==> src/rtl/typedefs.sv <==
// Shared types for the basic CPU: opcodes and the controller's phase states.
package typedefs;

  typedef enum logic [2:0] {
    HLT = 3'd0,
    SKZ = 3'd1,
    ADD = 3'd2,
    AND = 3'd3,
    XOR = 3'd4,
    LDA = 3'd5,
    STO = 3'd6,
    JMP = 3'd7
  } opcode_t;

  typedef enum logic [3:0] {
    INST_ADDR  = 4'd0,
    INST_FETCH = 4'd1,
    INST_LOAD  = 4'd2,
    IDLE       = 4'd3,
    OP_ADDR    = 4'd4,
    OP_FETCH   = 4'd5,
    ALU_OP     = 4'd6,
    STORE      = 4'd7,
    HALTED     = 4'd8
  } state_t;

  // Opcodes whose result is taken from memory/ALU into the accumulator.
  function automatic logic is_aluop(input opcode_t op);
    return (op == ADD) || (op == AND) || (op == XOR) || (op == LDA);
  endfunction

endpackage

==> src/rtl/cpu_controller.sv <==
// Instruction sequencer: steps an 8-phase cycle per instruction and decodes
// opcode/zero into datapath strobes.
//
// state      | meaning
// INST_ADDR  | instruction address on the bus
// INST_FETCH | read instruction from memory
// INST_LOAD  | load IR
// IDLE       | IR load held while the opcode settles
// OP_ADDR    | PC increment, or halt on HLT
// OP_FETCH   | operand read for accumulator ops
// ALU_OP     | result capture begins, SKZ test, jump, store drive
// STORE      | capture completes, memory write for STO
// HALTED     | terminal, left only by reset
module cpu_controller
  import typedefs::*;
(
  input  logic    clk,
  input  logic    rst_,
  input  logic    en,
  input  opcode_t opcode,
  input  logic    zero,
  output logic    mem_rd,
  output logic    mem_wr,
  output logic    load_ir,
  output logic    load_ac,
  output logic    load_pc,
  output logic    inc_pc,
  output logic    data_e,
  output logic    halt,
  output state_t  phase
);

  state_t r_state;
  state_t w_state_nxt;
  logic   w_aluop;
  logic   w_is_sto;
  logic   w_is_jmp;

  assign w_aluop  = is_aluop(opcode);
  assign w_is_sto = (opcode == STO);
  assign w_is_jmp = (opcode == JMP);
  assign phase    = r_state;

  always_ff @(posedge clk or negedge rst_) begin
    if (!rst_) r_state <= INST_ADDR;
    else       r_state <= w_state_nxt;
  end

  // Invalid encodings recover regardless of en; HALTED ignores en entirely.
  always_comb begin
    w_state_nxt = r_state;
    unique case (r_state)
      INST_ADDR:  if (en) w_state_nxt = INST_FETCH;
      INST_FETCH: if (en) w_state_nxt = INST_LOAD;
      INST_LOAD:  if (en) w_state_nxt = IDLE;
      IDLE:       if (en) w_state_nxt = OP_ADDR;
      OP_ADDR:    if (en) w_state_nxt = (opcode == HLT) ? HALTED : OP_FETCH;
      OP_FETCH:   if (en) w_state_nxt = ALU_OP;
      ALU_OP:     if (en) w_state_nxt = STORE;
      STORE:      if (en) w_state_nxt = INST_ADDR;
      HALTED:     w_state_nxt = HALTED;
      default:    w_state_nxt = INST_ADDR;
    endcase
  end

  always_comb begin
    mem_rd  = 1'b0;
    mem_wr  = 1'b0;
    load_ir = 1'b0;
    load_ac = 1'b0;
    load_pc = 1'b0;
    inc_pc  = 1'b0;
    data_e  = 1'b0;
    halt    = 1'b0;
    unique case (r_state)
      INST_ADDR:  ;
      INST_FETCH: mem_rd = 1'b1;
      INST_LOAD, IDLE: begin
        mem_rd  = 1'b1;
        load_ir = 1'b1;
      end
      OP_ADDR: begin
        inc_pc = (opcode != HLT);
        halt   = (opcode == HLT);
      end
      OP_FETCH:   mem_rd = w_aluop;
      ALU_OP: begin
        mem_rd  = w_aluop;
        load_ac = w_aluop;
        load_pc = w_is_jmp;
        data_e  = w_is_sto;
        inc_pc  = (opcode == SKZ) && zero;
      end
      STORE: begin
        mem_rd  = w_aluop;
        load_ac = w_aluop;
        load_pc = w_is_jmp;
        data_e  = w_is_sto;
        mem_wr  = w_is_sto;
      end
      HALTED:     halt = 1'b1;
      default:    ;
    endcase
  end

endmodule

==> config.mk <==
export PLATFORM = sky130hd
export DESIGN_NAME = cpu_controller
export DESIGN_NICKNAME = d
export VERILOG_FILES = /design/src/rtl/typedefs.sv /design/src/rtl/cpu_controller.sv
export SDC_FILE = /design/constraint.sdc
export NUM_CORES = 1
export LEC_CHECK = 0
export ABC_AREA = 1
export ABC_CLOCK_PERIOD_IN_PS = 1900
export BUFFER_PORTS_ARGS = -buffer_cell sky130_fd_sc_hd__clkbuf_2
export CAP_MARGIN = 30
export CELL_PAD_IN_SITES_DETAIL_PLACEMENT = 1
export CELL_PAD_IN_SITES_GLOBAL_PLACEMENT = 1
export CORE_AREA = 3 3 40 42
export DETAILED_ROUTE_END_ITERATION = 8
export DIE_AREA = 0 0 43 45
export PLACE_DENSITY_LB_ADDON = 0.1
export SLEW_MARGIN = 20
export SYNTH_ARGS = -nofsm -noshare
export SYNTH_HDL_FRONTEND = slang
export SYNTH_SLANG_ARGS = --single-unit
==> constraint.sdc <==
create_clock -name clk -period 1.9 [get_ports clk]
set_input_delay 0.57 -clock clk [delete_from_list [all_inputs] [get_ports clk]]
set_output_delay 0.57 -clock clk [all_outputs]
set_load 0.01 [all_outputs]
==> key figures, run 1 <==
Global routing
  – Initial antenna violation count: 0
  – GRT Residual Overflow: 0
  – Global-route wire length before repair: 1670 um
  – Vias in the first global route: 411
  – Total GRT Usage: 0.114
  – Largest net degree at the start of global routing: 7

Pwr
  – Peak VDD IR: 0.603 mV
  – Pleak: 0.269 nW
  – Pwr dens: 1360 nW/um^2

Detailed routing
  – Vias/cell: 4.62
  – DR vias: 416
  – DRT Pass-1 Iters: 4
  – DR DRC count: 0
  – Final wirelength: 986 um
  – Final antenna-violating net count: 0
  – Initial DRC Count: 2
  – Routed len/inst: 11.0 um

Setup path
  – Worst setup SP type: flop
  – Setup slack, reg-to-reg: 0.74 ns
  – Setup CP Type: flop to output port
  – Critical path capture point type: output port
  – Critical Path Fanout Max: 6
  – Arr. time, crit path: 1.26 ns
  – WP data required: 1.33 ns

CTS
  – TritonCTS Sinks: 4
  – CTS tree: done
  – Post-CTS Hold Buffers: 0
  – Root Buffer: clkbuf_4
  – CTS Buf Count: 3
  – Clk_lat worst skew: 0.23 ns
  – Bufs on Longest Clock Path: 2
  – CTS clk-pin slew, worst paths: 0.04 ns
  – H-tree depth: 1

Timing
  – Final period util: 0.964
  – Worst slew margin: 0.835
  – Slew Limit Fails: 0
  – Final hold viol count: 0
  – Achievable Freq: 546 MHz
  – Worst Tran Pin Value: 0.247 ns
  – Clock skew: 0.00191 ns
  – Setup Viol. Count Final: 0
  – Fin crit period: 1.83 ns
  – RSZ-0062 raised after global routing: yes
  – Aggregate negative setup slack: 0 ns

Cells and area
  – Share of layout cells above drive strength 1: 0.520
  – Area Overhead vs Synth: 53.3%
  – Most common cell after layout, fill and taps aside: clkbuf_2
  – ANT cells: 0
  – Commonest non-fill, non-tap cells in the layout: 18 x clkbuf_2, 12 x nand2_1, 5 x inv_1
  – Utilization after layout: 0.384
  – Fillers: 182
  – Max FFs per register: 4
  – Non-filler instance count after layout: 90
  – Nets: 84

Place
  – DPL Wire Length: 843 um
  – GP Congestion: 0.765
  – Port Buffers: 18
  – Placed cells: 84

Synthesis
  – Post-synthesis cell count: 50
  – Library cells used by synthesis: 15
  – Seq cells post-synth: 4
  – Mapped Area: 322 um^2
  – Synthesized net count: 57
  – Sequential share of the synthesized area: 0.311
  – Post-synthesis area per instance: 6.43 um^2
  – Synth Warn #: 0

Die
  – Die area: 1940 um^2
  – Die X-Extent: 43 um
  – Std-Cell Rows: 13
  – Core area: 1280 um^2
  – Die Span Y: 45 um
  – IO Pins: 19
  – Starting density of the core: 0.250

Outcome
  – Status: complete, no violations

Worst hold path
  – Hold Path Class: primary input to asynchronous set/reset pin

Flow run
  – Max Cap Viol: 0
[stage by stage]
stage | setup WS, ns | hold WS [ns] | power, W | cell area (um^2)
final | 0.0687 | 0.136 | 0.000672 | 493
after global routing | -0.0311 | 0.126 | 0.000745 | 493
after CTS | 0.00346 | 0.128 | 0.000637 | 462
after detailed placement | 0.00543 | 0.378 | 0.000528 | 438
after global placement | 0.00211 | 0.378 | 0.000529 | 438
after floorplan | 0.246 | 0.274 | 0.000389 | 322
[cells by family after synthesis]
group,share of synthesized area
buf+inv,0.0934
simple gates,0.490
compound gates,0.105
flops,0.311
[worst max-delay path: stages (launching register included)]
cell and delay [ns]:
dfrtp_2 0.45, nor2_2 0.14, nand2_1 0.12, nor3_1 0.16, clkbuf_2 0.16
[area by class of cell]
class,count,area [um^2],area share
sequential,4,105,0.213
tap,15,18.8,0.0381
clock buffer,3,22.5,0.0457
timing repair buffer,22,120,0.244
inverter,8,32.5,0.0660
multi-input combinational,38,194,0.393
[where the power goes]
part	leakage [nW]	internal, W	switching (W)	total (W)
combinational	0.209	0.000171	0.000246	0.000418
sequential	0.0457	0.000123	0.0000320	0.000155
clock	0.0138	0.0000703	0.0000296	0.0000999
total	0.269	0.000364	0.000308	0.000672
[final timing paths]
path	from	cells past startpoint	end
max in group asynchronous	rst_	1	phase[2]$_DFFE_PN0P_
hold reg to reg	phase[2]$_DFFE_PN0P_	2	phase[2]$_DFFE_PN0P_
min in group clk	phase[2]$_DFFE_PN0P_	2	phase[2]$_DFFE_PN0P_
setup / recovery	phase[3]$_DFFE_PN0P_	4	load_pc
hold / removal	rst_	1	phase[1]$_DFFE_PN0P_
setup reg to reg	phase[3]$_DFFE_PN0P_	8	phase[2]$_DFFE_PN0P_
[synth_stat cells]
cell | n | share of area
inv_2 | 3 | 0.035
nor3_1 | 4 | 0.062
a21oi_1 | 1 | 0.016
o21ai_1 | 1 | 0.016
nand2_2 | 3 | 0.058
nand4_1 | 4 | 0.078
nor2_2 | 1 | 0.019
inv_1 | 5 | 0.058
nor2_4 | 1 | 0.035
o21ai_0 | 3 | 0.047
nand3_1 | 4 | 0.062
nor2_1 | 3 | 0.035
o21ai_2 | 1 | 0.027
dfrtp_1 | 4 | 0.31
nand2_1 | 12 | 0.14
[per-layer routing]
| metal | GRT usage | vias to the layer above | wire (um) |
|---|---|---|---|
| met3 | 0 | 0 | 48 |
| met2 | 0.201 | 11 | 509 |
| met5 | 0 | - | 0 |
| li1 | - | 218 | - |
| met4 | 0.0723 | 0 | 0 |
| met1 | 0.139 | 187 | 429 |
[repair_timing]
item | in CTS | in global routing
resized for setup | 1 | 5
setup buffers | 0 | 3
gates cloned | 0 | 0
endpoints found under the setup margin | 4 | 7
(Power assumes the default switching activity.)
==> run 2, diff against run 1 <==
- PLACE_DENSITY_LB_ADDON: 0.1 -> 0.3
- SETUP_SLACK_MARGIN: default -> 0.4
==> run 2 against run 1 <==
Compared with the run above: power rose by 40%; first-iteration DRC count did not move; core utilization rose by 16 points; combinational power rose by 57%; critical path type unchanged; largest cell class unchanged; highest routed layer is now met4.
==> key figures, run 2 (synthesis results as in run 1) <==
Outcome
  – Status: complete, no violations

Global routing
  – Vias in the first global route: 524 (+27%)
  – Total GRT Usage: 0.159 (+0.0457)
  – GRT Residual Overflow: 0 (unchanged)
  – Largest net degree at the start of global routing: 6 (-1)
  – Initial antenna violation count: 0 (unchanged)
  – Global-route wire length before repair: 2330 um (+39%)

Place
  – Port Buffers: 18 (unchanged)
  – GP Congestion: 0.735 (-3.9%)
  – DPL Wire Length: 854 um (+1.4%)
  – Placed cells: 83 (-1.2%)
  – Post-Place Setup Slack: 0.0750 ns (+0.0695 ns)

CTS
  – Bufs on Longest Clock Path: 2 (unchanged)
  – H-tree depth: 1 (unchanged)
  – Root Buffer: clkbuf_4
  – Clk_lat worst skew: 0.24 ns (about the same)
  – CTS clk-pin slew, worst paths: 0.04 ns (about the same)
  – TritonCTS Sinks: 4 (unchanged)
  – CTS tree: done
  – CTS Buf Count: 3 (unchanged)
  – Post-CTS Hold Buffers: 0 (unchanged)

Cells and area
  – Utilization after layout: 0.543 (+0.160)
  – ANT cells: 0 (unchanged)
  – Fillers: 166 (-8.8%)
  – Multi-input gate area: 275 um^2 (+42%)
  – Area Overhead vs Synth: 117%
  – Share of layout cells above drive strength 1: 0.733 (+0.213)
  – Nets: 94 (+12%)
  – Non-filler instance count after layout: 101 (+12%)
  – Max FFs per register: 4 (unchanged)
  – Commonest non-fill, non-tap cells in the layout: 11 x buf_4, 9 x clkbuf_2, 8 x nand2_1
  – Most common cell after layout, fill and taps aside: buf_4
  – Reg area: 105 um^2 (unchanged)

Detailed routing
  – Initial DRC Count: 2 (unchanged)
  – DRT Pass-1 Iters: 3 (-1)
  – DR DRC count: 0 (unchanged)
  – Final antenna-violating net count: 0 (unchanged)
  – Routed len/inst: 13.5 um (+23%)
  – DR vias: 474 (+14%)
  – Vias/cell: 4.69 (+1.5%)
  – Final wirelength: 1360 um (+38%)

Setup path
  – Arr. time, crit path: 1.22 ns (-0.04 ns)
  – WP data required: 1.33 ns (about the same)
  – Family with the most delay on the worst path: flip-flops
  – CP bufs+invs: 1 (unchanged)
  – Slowest-stage cell, CP: dfrtp_2
  – Largest stage delay, worst path: 0.44 ns (about the same)
  – Setup CP Type: flop to output port
  – Crit-path cells: nor2_4 -> nand2_4 -> nor3_4 -> buf_2
  – Worst setup SP type: flop
  – Critical Path Fanout Max: 4 (-2)
  – Critical path capture point type: output port

Timing
  – Hold_ws: 0.129 ns (-0.00728 ns)
  – Final WS setup: 0.114 ns (+0.0453 ns)
  – Clock skew: 0.00846 ns (+0.00656 ns)
  – Achievable Freq: 560 MHz (+2.5%)
  – Aggregate negative setup slack: 0 ns (unchanged)
  – RSZ-0062 raised after global routing: yes
  – Final hold viol count: 0 (unchanged)
  – Setup Viol. Count Final: 0 (unchanged)
  – Final period util: 0.940 (-0.0238)
  – Worst Tran Pin Value: 0.251 ns (+0.00358 ns)
  – Worst slew margin: 0.832 (-0.00240)
  – Fin crit period: 1.79 ns (-0.0453 ns)
  – Slew Limit Fails: 0 (unchanged)

Die
  – IO Pins: 19 (unchanged)
  – Std-Cell Rows: 13 (unchanged)
  – Die Span Y: 45 um (unchanged)
  – Die area: 1940 um^2 (unchanged)
  – Die X-Extent: 43 um (unchanged)
  – Starting density of the core: 0.250 (unchanged)
  – Core area: 1280 um^2 (unchanged)

Flow run
  – Max Cap Viol: 0 (unchanged)

Pwr
  – Pleak: 0.367 nW (+37%)
  – Peak VDD IR: 0.592 mV (-1.9%)
  – Pwr dens: 1350 nW/um^2 (-1.1%)

Worst hold path
  – Hold Path Class: primary input to asynchronous set/reset pin
-- run 2: cell types whose count changed in the layout (fill, tap and decap cells not counted), moves of 3 or more --
| cell | change |
|---|---|
| inv_4 | +3 |
| inv_1 | -4 |
| buf_4 | +7 |
| nand2_1 | -4 |
| nor3_1 | -4 |
| clkbuf_2 | -9 |
| nand2_4 | +4 |
| buf_2 | +6 |
| buf_6 | +4 |
-- run 2: worst register-to-register path: stages (launching register included) --
cell and delay [ns]:
dfrtp_2 0.42, buf_6 0.14, buf_4 0.13, o21ai_0 0.21, o21ai_2 0.07, nand2_1 0.05
nand2_1 0.05
-- run 2: final cells by class --
| type | count | area share |
|---|---|---|
| well taps | 15 | 0.0269 |
| flip-flops and latches | 4 | 0.151 |
| clock buffers | 4 | 0.0376 |
| multi-input cells | 38 | 0.394 |
| repair buffers | 32 | 0.333 |
| inverters | 8 | 0.0573 |
-- run 2: worst paths after layout --
| kind | startpoint | to | slack [ns] | cells past startpoint |
|---|---|---|---|---|
| worst min-delay path | rst_ | phase[2]$_DFFE_PN0P_ | 0.13 | 1 |
| worst max register to register | phase[1]$_DFFE_PN0P_ | phase[0]$_DFFE_PN0P_ | 0.71 | 6 |
| min in group clk | en | phase[2]$_DFFE_PN0P_ | 0.64 | 4 |
| worst min register to register | phase[1]$_DFFE_PN0P_ | phase[3]$_DFFE_PN0P_ | 0.64 | 3 |
| max in group asynchronous | rst_ | phase[1]$_DFFE_PN0P_ | 1.63 | 1 |
| worst max-delay path | phase[3]$_DFFE_PN0P_ | load_ac | 0.11 | 4 |
-- run 2: what timing repair did --
action                     CTS  global route
setup endpoints to repair    8            12
pin swaps                   10             5
setup buffers               10             4
resized for setup           14            21
-- run 2: per-layer routing --
layer	vias up	track usage	routed length, um
li1	239	-	-
met1	217	0.179	506
met2	14	0.302	779
met3	4	0.00398	42
met4	0	0.0904	31
met5	-	0	0
-- run 2: report_power, final --
group / leakage [nW] / switching [W] / total, W / internal (W)
sequential: 0.0457 / 0.0000473 / 0.000170 / 0.000123
clock: 0.0150 / 0.0000357 / 0.000115 / 0.0000788
combinational: 0.307 / 0.000343 / 0.000657 / 0.000314
-- run 2: stage by stage --
stage,area [um^2],power [W]
2_1_floorplan,353,0.000407
3_3_place_gp,462,0.000531
3_5_place_dp,462,0.000538
4_1_cts,622,0.000816
5_1_grt,698,0.00102
6_report,698,0.000942
